[config.mk]
export PLATFORM = sky130hd
export DESIGN_NAME = alu_operand_stage_flat
export DESIGN_NICKNAME = d
export VERILOG_FILES = /design/src/rtl/alu_pkg.sv /design/src/rtl/alu_operand_stage_if.sv /design/src/rtl/alu_operand_stage_regfile.sv /design/src/rtl/alu_operand_stage.sv /design/src/flat_wrapper.sv
export SDC_FILE = /design/constraint.sdc
export NUM_CORES = 2
export LEC_CHECK = 0
export CORE_MARGIN = 10
export CORE_UTILIZATION = 55
export CTS_BUF_LIST = sky130_fd_sc_hd__clkbuf_4
export DETAILED_ROUTE_END_ITERATION = 16
export PLACE_DENSITY = 0.75
export SLEW_MARGIN = 20
export SYNTH_ARGS = -nofsm -noshare
export SYNTH_HDL_FRONTEND = slang
export SYNTH_HIERARCHICAL = 1
export SYNTH_SLANG_ARGS = --single-unit
[constraint.sdc]
create_clock -name clk -period 79.4 [get_ports clk]
set_input_delay 11.91 -clock clk [delete_from_list [all_inputs] [get_ports clk]]
set_output_delay 11.91 -clock clk [all_outputs]
set_load 0.05 [all_outputs]
[src/rtl/alu_pkg.sv]
`default_nettype none
// ============================================================================
// Module      : alu_pkg
// Description : Shared DLX/ALU definitions: word and opcode types, the 6-bit
//               ALU opcode constants, the I-type op constants, the
//               instruction field positions and the decode helpers.
// Revision    : 1.0 - initial release
// ============================================================================
package alu_pkg;

   localparam int C_XLEN = 32;

   typedef logic [C_XLEN-1:0] word_t;
   typedef logic [5:0]        opcode_t;
   typedef logic [4:0]        reg_idx_t;

   // Instruction field positions
   localparam int C_OP_MSB   = 31;
   localparam int C_OP_LSB   = 26;
   localparam int C_RS1_MSB  = 25;
   localparam int C_RS1_LSB  = 21;
   localparam int C_RS2_MSB  = 20;
   localparam int C_RS2_LSB  = 16;
   localparam int C_RD_MSB   = 15;
   localparam int C_RD_LSB   = 11;
   localparam int C_FUNC_MSB = 5;
   localparam int C_FUNC_LSB = 0;
   localparam int C_IMM_MSB  = 15;
   localparam int C_IMM_LSB  = 0;

   // ALU opcodes (equal to the R-type func field)
   localparam opcode_t C_ALU_SLL = 6'b000100;
   localparam opcode_t C_ALU_SRL = 6'b000110;
   localparam opcode_t C_ALU_SRA = 6'b000111;
   localparam opcode_t C_ALU_ADD = 6'b100000;
   localparam opcode_t C_ALU_SUB = 6'b100010;
   localparam opcode_t C_ALU_AND = 6'b100100;
   localparam opcode_t C_ALU_OR  = 6'b100101;
   localparam opcode_t C_ALU_XOR = 6'b100110;
   localparam opcode_t C_ALU_SEQ = 6'b101000;
   localparam opcode_t C_ALU_SNE = 6'b101001;
   localparam opcode_t C_ALU_SLT = 6'b101010;
   localparam opcode_t C_ALU_SGT = 6'b101011;
   localparam opcode_t C_ALU_SLE = 6'b101100;
   localparam opcode_t C_ALU_SGE = 6'b101101;

   // Major opcodes
   localparam opcode_t C_OP_RTYPE = 6'b000000;
   localparam opcode_t C_OP_ADDI  = 6'b001000;
   localparam opcode_t C_OP_SUBI  = 6'b001010;
   localparam opcode_t C_OP_ANDI  = 6'b001100;
   localparam opcode_t C_OP_ORI   = 6'b001101;
   localparam opcode_t C_OP_XORI  = 6'b001110;
   localparam opcode_t C_OP_SLLI  = 6'b010100;
   localparam opcode_t C_OP_SRLI  = 6'b010110;
   localparam opcode_t C_OP_SRAI  = 6'b010111;
   localparam opcode_t C_OP_SEQI  = 6'b011000;
   localparam opcode_t C_OP_SNEI  = 6'b011001;
   localparam opcode_t C_OP_SLTI  = 6'b011010;
   localparam opcode_t C_OP_SGTI  = 6'b011011;
   localparam opcode_t C_OP_SLEI  = 6'b011100;
   localparam opcode_t C_OP_SGEI  = 6'b011101;

   // Operand bundle held in the stage output register
   typedef struct packed {
      word_t    a;
      word_t    b;
      opcode_t  opcode;
      reg_idx_t rd;
   } operands_t;

   // Result of translating an I-type major opcode
   typedef struct packed {
      logic    legal;
      opcode_t alu_op;
   } imm_map_t;

   // True when the R-type func field names an operation the ALU implements
   function automatic logic is_alu_func(input opcode_t f);
      case (f)
         C_ALU_SLL, C_ALU_SRL, C_ALU_SRA,
         C_ALU_ADD, C_ALU_SUB,
         C_ALU_AND, C_ALU_OR,  C_ALU_XOR,
         C_ALU_SEQ, C_ALU_SNE, C_ALU_SLT,
         C_ALU_SGT, C_ALU_SLE, C_ALU_SGE: return 1'b1;
         default:                         return 1'b0;
      endcase
   endfunction

   // Translates an I-type major opcode into its ALU opcode
   function automatic imm_map_t map_imm_op(input opcode_t op);
      imm_map_t m;
      m.legal  = 1'b1;
      m.alu_op = '0;
      case (op)
         C_OP_ADDI: m.alu_op = C_ALU_ADD;
         C_OP_SUBI: m.alu_op = C_ALU_SUB;
         C_OP_ANDI: m.alu_op = C_ALU_AND;
         C_OP_ORI:  m.alu_op = C_ALU_OR;
         C_OP_XORI: m.alu_op = C_ALU_XOR;
         C_OP_SLLI: m.alu_op = C_ALU_SLL;
         C_OP_SRLI: m.alu_op = C_ALU_SRL;
         C_OP_SRAI: m.alu_op = C_ALU_SRA;
         C_OP_SEQI: m.alu_op = C_ALU_SEQ;
         C_OP_SNEI: m.alu_op = C_ALU_SNE;
         C_OP_SLTI: m.alu_op = C_ALU_SLT;
         C_OP_SGTI: m.alu_op = C_ALU_SGT;
         C_OP_SLEI: m.alu_op = C_ALU_SLE;
         C_OP_SGEI: m.alu_op = C_ALU_SGE;
         default:   m.legal  = 1'b0;
      endcase
      return m;
   endfunction

endpackage
`default_nettype wire

[src/rtl/alu_operand_stage_if.sv]
`default_nettype none
// ============================================================================
// Module      : alu_operand_stage_if
// Description : Instruction-in / operands-out handshake, register-file
//               writeback port and illegal-instruction counter of the
//               operand stage. master = producer/consumer side, slave = stage.
// Revision    : 1.0 - initial release
// ============================================================================
interface alu_operand_stage_if;
   import alu_pkg::*;

   logic     in_valid;
   logic     in_ready;
   word_t    in_instr;
   logic     out_valid;
   logic     out_ready;
   word_t    out_a;
   word_t    out_b;
   opcode_t  out_opcode;
   reg_idx_t out_rd;
   logic     wb_en;
   reg_idx_t wb_rd;
   word_t    wb_data;
   logic     [7:0] illegal_cnt;

   modport master (
      output in_valid, in_instr, out_ready, wb_en, wb_rd, wb_data,
      input  in_ready, out_valid, out_a, out_b, out_opcode, out_rd, illegal_cnt
   );

   modport slave (
      input  in_valid, in_instr, out_ready, wb_en, wb_rd, wb_data,
      output in_ready, out_valid, out_a, out_b, out_opcode, out_rd, illegal_cnt
   );

endinterface
`default_nettype wire

[src/rtl/alu_operand_stage_regfile.sv]
`default_nettype none
// ============================================================================
// Module      : regfile_32x32
// Description : 32 x 32-bit DLX register file, two combinational read ports,
//               one synchronous write port. r0 reads as zero and ignores
//               writes. Asynchronous active-high reset clears every entry.
// Revision    : 1.0 - initial release
// ============================================================================
module regfile_32x32
   import alu_pkg::*;
(
   input  wire logic     clk,
   input  wire logic     rst,
   input  wire reg_idx_t rd_addr_a,
   output      word_t    rd_data_a,
   input  wire reg_idx_t rd_addr_b,
   output      word_t    rd_data_b,
   input  wire logic     wr_en,
   input  wire reg_idx_t wr_addr,
   input  wire word_t    wr_data
);

   word_t r_mem [32];

   // Register array: cleared on reset, written whenever writeback targets r1..r31
   always_ff @(posedge clk or posedge rst) begin
      if (rst) begin
         for (int i = 0; i < 32; i++) begin
            r_mem[i] <= '0;
         end
      end else if (wr_en && (wr_addr != '0)) begin
         r_mem[wr_addr] <= wr_data;
      end
   end

   assign rd_data_a = (rd_addr_a == '0) ? '0 : r_mem[rd_addr_a];
   assign rd_data_b = (rd_addr_b == '0) ? '0 : r_mem[rd_addr_b];

endmodule
`default_nettype wire

[src/rtl/alu_operand_stage.sv]
`default_nettype none
// ============================================================================
// Module      : alu_operand_stage
// Description : DLX operand-fetch stage. Decodes an instruction, reads the
//               register file (with writeback bypass) and holds the ALU
//               operands in a single valid/ready output register. Illegal
//               instructions are swallowed and counted (saturating at 255).
//               Build option: define IMM_EN to decode I-type instructions;
//               without it every non-R-type op is illegal.
// Revision    : 1.0 - initial release
// ============================================================================
module alu_operand_stage
   import alu_pkg::*;
(
   input wire logic          clk,
   input wire logic          rst,
   alu_operand_stage_if.slave bus
);

   // Instruction fields
   opcode_t   w_op;
   opcode_t   w_func;
   reg_idx_t  w_rs1;
   reg_idx_t  w_rs2;
   reg_idx_t  w_rd;

   assign w_op   = bus.in_instr[C_OP_MSB:C_OP_LSB];
   assign w_rs1  = bus.in_instr[C_RS1_MSB:C_RS1_LSB];
   assign w_rs2  = bus.in_instr[C_RS2_MSB:C_RS2_LSB];
   assign w_rd   = bus.in_instr[C_RD_MSB:C_RD_LSB];
   assign w_func = bus.in_instr[C_FUNC_MSB:C_FUNC_LSB];

   // Shift-amount field is not used by this stage
   logic w_unused_shamt;
   assign w_unused_shamt = ^bus.in_instr[10:6];

   // Register file and writeback bypass
   word_t w_rf_a;
   word_t w_rf_b;
   word_t w_src_a;
   word_t w_src_b;

   regfile_32x32 u_regfile (
      .clk       (clk),
      .rst       (rst),
      .rd_addr_a (w_rs1),
      .rd_data_a (w_rf_a),
      .rd_addr_b (w_rs2),
      .rd_data_b (w_rf_b),
      .wr_en     (bus.wb_en),
      .wr_addr   (bus.wb_rd),
      .wr_data   (bus.wb_data)
   );

   // The regfile write lands at the end of this cycle, so a same-cycle
   // writeback to a source register must be forwarded around it.
   assign w_src_a = (bus.wb_en && (bus.wb_rd != '0) && (bus.wb_rd == w_rs1)) ? bus.wb_data : w_rf_a;
   assign w_src_b = (bus.wb_en && (bus.wb_rd != '0) && (bus.wb_rd == w_rs2)) ? bus.wb_data : w_rf_b;

`ifdef IMM_EN
   logic [15:0] w_imm;
   imm_map_t    w_imap;
   assign w_imm  = bus.in_instr[C_IMM_MSB:C_IMM_LSB];
   assign w_imap = map_imm_op(w_op);
`endif

   // Handshake and output register state
   logic      r_out_valid;
   operands_t r_out;
   logic      [7:0] r_illegal_cnt;
   logic      w_in_ready;
   logic      w_accept;
   logic      w_legal;
   operands_t w_next;

   assign w_in_ready = !r_out_valid || bus.out_ready;
   assign w_accept   = bus.in_valid && w_in_ready;

   // Decode: legality and the operand bundle the instruction would load
   always_comb begin
      w_legal = 1'b0;
      w_next  = '0;
      if (w_op == C_OP_RTYPE) begin
         w_legal       = is_alu_func(w_func);
         w_next.a      = w_src_a;
         w_next.b      = w_src_b;
         w_next.opcode = w_func;
         w_next.rd     = w_rd;
      end
`ifdef IMM_EN
      else if (w_imap.legal) begin
         w_legal       = 1'b1;
         w_next.a      = w_src_a;
         w_next.b      = {{16{w_imm[15]}}, w_imm};
         w_next.opcode = w_imap.alu_op;
         w_next.rd     = w_rs2;
      end
`endif
   end

   // Output register: refill on accept (illegal accepts leave it empty),
   // otherwise drain when downstream consumes
   always_ff @(posedge clk or posedge rst) begin
      if (rst) begin
         r_out_valid <= 1'b0;
         r_out       <= '0;
      end else if (w_accept) begin
         r_out_valid <= w_legal;
         if (w_legal) begin
            r_out <= w_next;
         end
      end else if (bus.out_ready) begin
         r_out_valid <= 1'b0;
      end
   end

   // Saturating count of accepted-but-illegal instructions
   always_ff @(posedge clk or posedge rst) begin
      if (rst) begin
         r_illegal_cnt <= '0;
      end else if (w_accept && !w_legal && (r_illegal_cnt != 8'hFF)) begin
         r_illegal_cnt <= r_illegal_cnt + 8'd1;
      end
   end

   assign bus.in_ready    = w_in_ready;
   assign bus.out_valid   = r_out_valid;
   assign bus.out_a       = r_out.a;
   assign bus.out_b       = r_out.b;
   assign bus.out_opcode  = r_out.opcode;
   assign bus.out_rd      = r_out.rd;
   assign bus.illegal_cnt = r_illegal_cnt;

endmodule
`default_nettype wire

[src/flat_wrapper.sv]
// flat-port wrapper written by rule: the top's interface ports become plain ports
module alu_operand_stage_flat import alu_pkg::*;
  (clk, rst, bus_in_valid, bus_in_instr, bus_out_ready, bus_wb_en, bus_wb_rd, bus_wb_data, bus_in_ready, bus_out_valid, bus_out_a, bus_out_b, bus_out_opcode, bus_out_rd, bus_illegal_cnt);
  alu_operand_stage_if bus_i ();
  input wire logic clk;
  input wire logic rst;
  input wire logic [$bits(bus_i.in_valid)-1:0] bus_in_valid;
  input wire logic [$bits(bus_i.in_instr)-1:0] bus_in_instr;
  input wire logic [$bits(bus_i.out_ready)-1:0] bus_out_ready;
  input wire logic [$bits(bus_i.wb_en)-1:0] bus_wb_en;
  input wire logic [$bits(bus_i.wb_rd)-1:0] bus_wb_rd;
  input wire logic [$bits(bus_i.wb_data)-1:0] bus_wb_data;
  output wire logic [$bits(bus_i.in_ready)-1:0] bus_in_ready;
  output wire logic [$bits(bus_i.out_valid)-1:0] bus_out_valid;
  output wire logic [$bits(bus_i.out_a)-1:0] bus_out_a;
  output wire logic [$bits(bus_i.out_b)-1:0] bus_out_b;
  output wire logic [$bits(bus_i.out_opcode)-1:0] bus_out_opcode;
  output wire logic [$bits(bus_i.out_rd)-1:0] bus_out_rd;
  output wire logic [$bits(bus_i.illegal_cnt)-1:0] bus_illegal_cnt;
  assign bus_i.in_valid = bus_in_valid;
  assign bus_i.in_instr = bus_in_instr;
  assign bus_i.out_ready = bus_out_ready;
  assign bus_i.wb_en = bus_wb_en;
  assign bus_i.wb_rd = bus_wb_rd;
  assign bus_i.wb_data = bus_wb_data;
  assign bus_in_ready = bus_i.in_ready;
  assign bus_out_valid = bus_i.out_valid;
  assign bus_out_a = bus_i.out_a;
  assign bus_out_b = bus_i.out_b;
  assign bus_out_opcode = bus_i.out_opcode;
  assign bus_out_rd = bus_i.out_rd;
  assign bus_illegal_cnt = bus_i.illegal_cnt;
  alu_operand_stage u_core (.clk(clk), .rst(rst), .bus(bus_i));
endmodule
==> impl_metrics.env <==
export IMPL_final_area_sq_um=64300
export IMPL_max_slew_margin_rel=0.208
export IMPL_reg2reg_slack_ns=76.66
export IMPL_dp_hpwl_mm=98.3
export IMPL_tightest_slew_ns=1.18
export IMPL_grt_met3_usage=0.0868
export IMPL_setup_tns_final_ns=0
export IMPL_syn_to_final_growth_pct=9.45
export IMPL_finish_utilization=0.608
export IMPL_synth_seq_cells=1108
export IMPL_hold_ws_ns=0.398
export IMPL_fin_skew_ns=0.0912
export IMPL_wl_per_cell_um=32.1
export IMPL_syn_area_sq_um=58700
export IMPL_gr_total_overflow=0
export IMPL_grt_max_degree=188
export IMPL_busiest_layer="met2"
export IMPL_cts_setup_buffers=0
export IMPL_rsz0062_at_grt="false"
export IMPL_grtUsageMet2=0.449
export IMPL_synth_avg_cell_area_sq_um=14.5
export IMPL_place_gp_congestion=0.823
export IMPL_final_cells=5746
export IMPL_synthCells=4052
export IMPL_synth_edff_count=0
export IMPL_drt_initial_drc_count=4661
export IMPL_grt_pass1_vias=40800
export IMPL_die_h_um=347
export IMPL_clk_pin_slew_ns=0.07
export IMPL_min_period_ns=25.21
export IMPL_fillers=8122
export IMPL_synth_flop_cell="dfrtp_1"
export IMPL_dieArea_sq_um=120000
export IMPL_via_count=40100
export IMPL_worstHoldPathCells=0
export IMPL_grtUsageTotal=0.302
export IMPL_whs_endpoint="u_core/u_regfile/r_mem[1003]$_DFFE_PP0P_"
export IMPL_path_class="input pin to output pin"
export IMPL_outcome="finished, final reports clean"
export IMPL_crit_path_max_fanout=3
export IMPL_drv_cap=0
export IMPL_cts_root_buffer="clkbuf_4"
export IMPL_crit_required_ns=67.49
export IMPL_clkSinkCount=1108
export IMPL_hold_path_startpoint="u_core/u_regfile/r_mem[1003]$_DFFE_PP0P_"
export IMPL_rows=119
export IMPL_mostFrequentLayoutCell="dfrtp_1"
export IMPL_timing_rr_start="u_core/u_regfile/r_mem[519]$_DFFE_PP0P_"
export IMPL_end_kind="output pin"
export IMPL_cts_max_level=5
export IMPL_ant_nets=0
export IMPL_die_w_um=347
export IMPL_yosysWarnings=6
export IMPL_most_common_layout_cells="1108 x dfrtp_1, 1048 x mux2_2, 446 x clkbuf_4"
export IMPL_cp_start_kind="input pin"
export IMPL_drv_slew=0
export IMPL_finalHoldViolCount=0
export IMPL_drc=0
export IMPL_multiInputGateArea_sq_um=28900
export IMPL_period_share=0.318
export IMPL_ios=159
export IMPL_cts_tree="built"
export IMPL_vias_per_cell=6.97
export IMPL_hold_path_class="flop to flop"
export IMPL_layout_nets=4236
export IMPL_fmax_mhz=39.7
export IMPL_p_leak_uw=0.0281
export IMPL_r2r_end="u_core/bus.out_a[7]$_DFFE_PP0P_"
export IMPL_antenna_found_initial=6
export IMPL_place_inst=5240
export IMPL_synth_seq_area_share=0.472
export IMPL_hold_buffers=0
export IMPL_seq_area_sq_um=27700
export IMPL_cts_resized=0
export IMPL_layout_drive_gt1_share=0.479
export IMPL_numCtsBuffers=309
export IMPL_clk_path_buf_depth=4
export IMPL_cp_data_arrival_time_ns=13.30
export IMPL_grt_pass1_wl_mm=272
export IMPL_wirelength_mm=185
export IMPL_async_reset_ff_frac=1.00
export IMPL_portBuffers=153
export IMPL_setup_violations=0
export IMPL_initial_utilization=0.555
export IMPL_placed_area_sq_um=60600
export IMPL_reg2reg_depth=6
export IMPL_core_area_sq_um=106000
export IMPL_clk_latency_ns=1.21
export IMPL_met1_usage=0.409
export IMPL_p_per_area_nw_per_um2=24.5
export IMPL_synth_distinct_cells=60
export IMPL_vdd_ir_drop_max_uv=16.3
export IMPL_first_pass_iters=7
export IMPL_synth_fp_nets=4127
==> where the power goes <==
| part | total, uW | internal (uW) | switching, uW |
|---|---|---|---|
| registers | 746 | 667 | 78.4 |
| clock network | 506 | 268 | 238 |
| logic | 326 | 187 | 138 |
==> synth_stat cells, types with 3 or more instances <==
cell | instances | area [sq um]
nand3b_1 | 6 | 45.0
o211a_1 | 4 | 40.0
a311oi_1 | 8 | 70.1
a221oi_1 | 3 | 26.3
o21ai_0 | 4 | 20.0
a21oi_1 | 43 | 215
mux2i_1 | 335 | 3350
a2111oi_1 | 3 | 30.0
buf_6 | 42 | 473
nor4_1 | 20 | 125
o32ai_1 | 16 | 140
buf_8 | 6 | 90.1
xnor2_1 | 6 | 52.6
nor3_1 | 35 | 175
a2111oi_0 | 29 | 254
nand3_1 | 15 | 75.1
o22ai_1 | 40 | 250
o21ai_1 | 62 | 310
xor2_1 | 11 | 96.3
o221ai_1 | 21 | 184
mux4_2 | 397 | 8940
a22oi_1 | 77 | 578
and2_1 | 21 | 131
a22o_1 | 42 | 368
nand4_1 | 3 | 18.8
buf_2 | 85 | 425
nor2_1 | 23 | 86.3
inv_1 | 3 | 11.3
nor3b_1 | 5 | 37.5
buf_12 | 5 | 100
buf_1 | 49 | 184
nand2_1 | 109 | 409
mux2_2 | 1048 | 11800
a31oi_1 | 4 | 25.0
nor2b_1 | 42 | 263
dfrtp_1 | 1108 | 27700
clkbuf_1 | 238 | 893
buf_4 | 20 | 150
a211oi_1 | 37 | 278
==> flip-flops by register name, summed over array words and instances (netlist names) <==
signal,flops
u_core/bus.illegal_cnt,8
u_core/u_regfile/r_mem,1024
u_core/bus.out_a,32
u_core/bus.out_opcode,6
u_core/bus.out_valid,1
u_core/bus.out_rd,5
u_core/bus.out_b,32
==> stage by stage <==
step	total power (uW)	setup WS, ns
6_report	1580	54.19
5_1_grt	1650	54.14
4_1_cts	1580	54.17
3_5_place_dp	1070	54.17
3_3_place_gp	1060	54.19
2_1_floorplan	988	38.67
==> worst max-delay path, cell delays in order <==
cell and delay (ns):
clkdlybuf4s50_1 0.45, nand2b_1 0.13, clkdlybuf4s50_1 0.81
==> layer usage <==
metal	routed length [um]	vias up	part of all wire
li1	-	15900	-
met1	72500	21200	0.39
met2	82900	2424	0.45
met3	20600	535	0.11
met4	8470	8	0.046
met5	48	-	0.00026
==> area by class of cell <==
| class | count | share of cell area |
|---|---|---|
| timing repair buffer | 246 | 0.0345 |
| clock buffer | 446 | 0.0521 |
| sequential | 1108 | 0.431 |
| antenna | 3 | 0.000117 |
| inverter | 4 | 0.000389 |
| clock inverter | 56 | 0.00510 |
| tap | 1391 | 0.0271 |
| multi-input combinational | 2492 | 0.449 |
==> logic make-up after synthesis <==
kind of cell,Yosys count,share of synthesized area
flip-flops,1108,0.472
AO/OA/AOI/OAI,395,0.0480
multiplexers,1780,0.410
AND/OR/NAND/NOR,299,0.0267
XOR/XNOR,17,0.00254
adder cells (fa/ha/maj),1,0.000213
buffers and inverters,452,0.0400
==> worst max path at each step <==
| stage | start | endpoint | slack (ns) | cells past startpoint |
|---|---|---|---|---|
| floorplan | rst | u_core/u_regfile/r_mem[0]$_DFFE_PP0P_ | 38.67 | 1 |
| global placement | bus_out_ready | bus_in_ready | 54.19 | 3 |
| detailed placement | bus_out_ready | bus_in_ready | 54.17 | 3 |
| CTS | bus_out_ready | bus_in_ready | 54.17 | 3 |
| global route | bus_out_ready | bus_in_ready | 54.14 | 3 |
| finish | bus_out_ready | bus_in_ready | 54.19 | 3 |
Note: power is estimated with default switching activity, not from simulation.
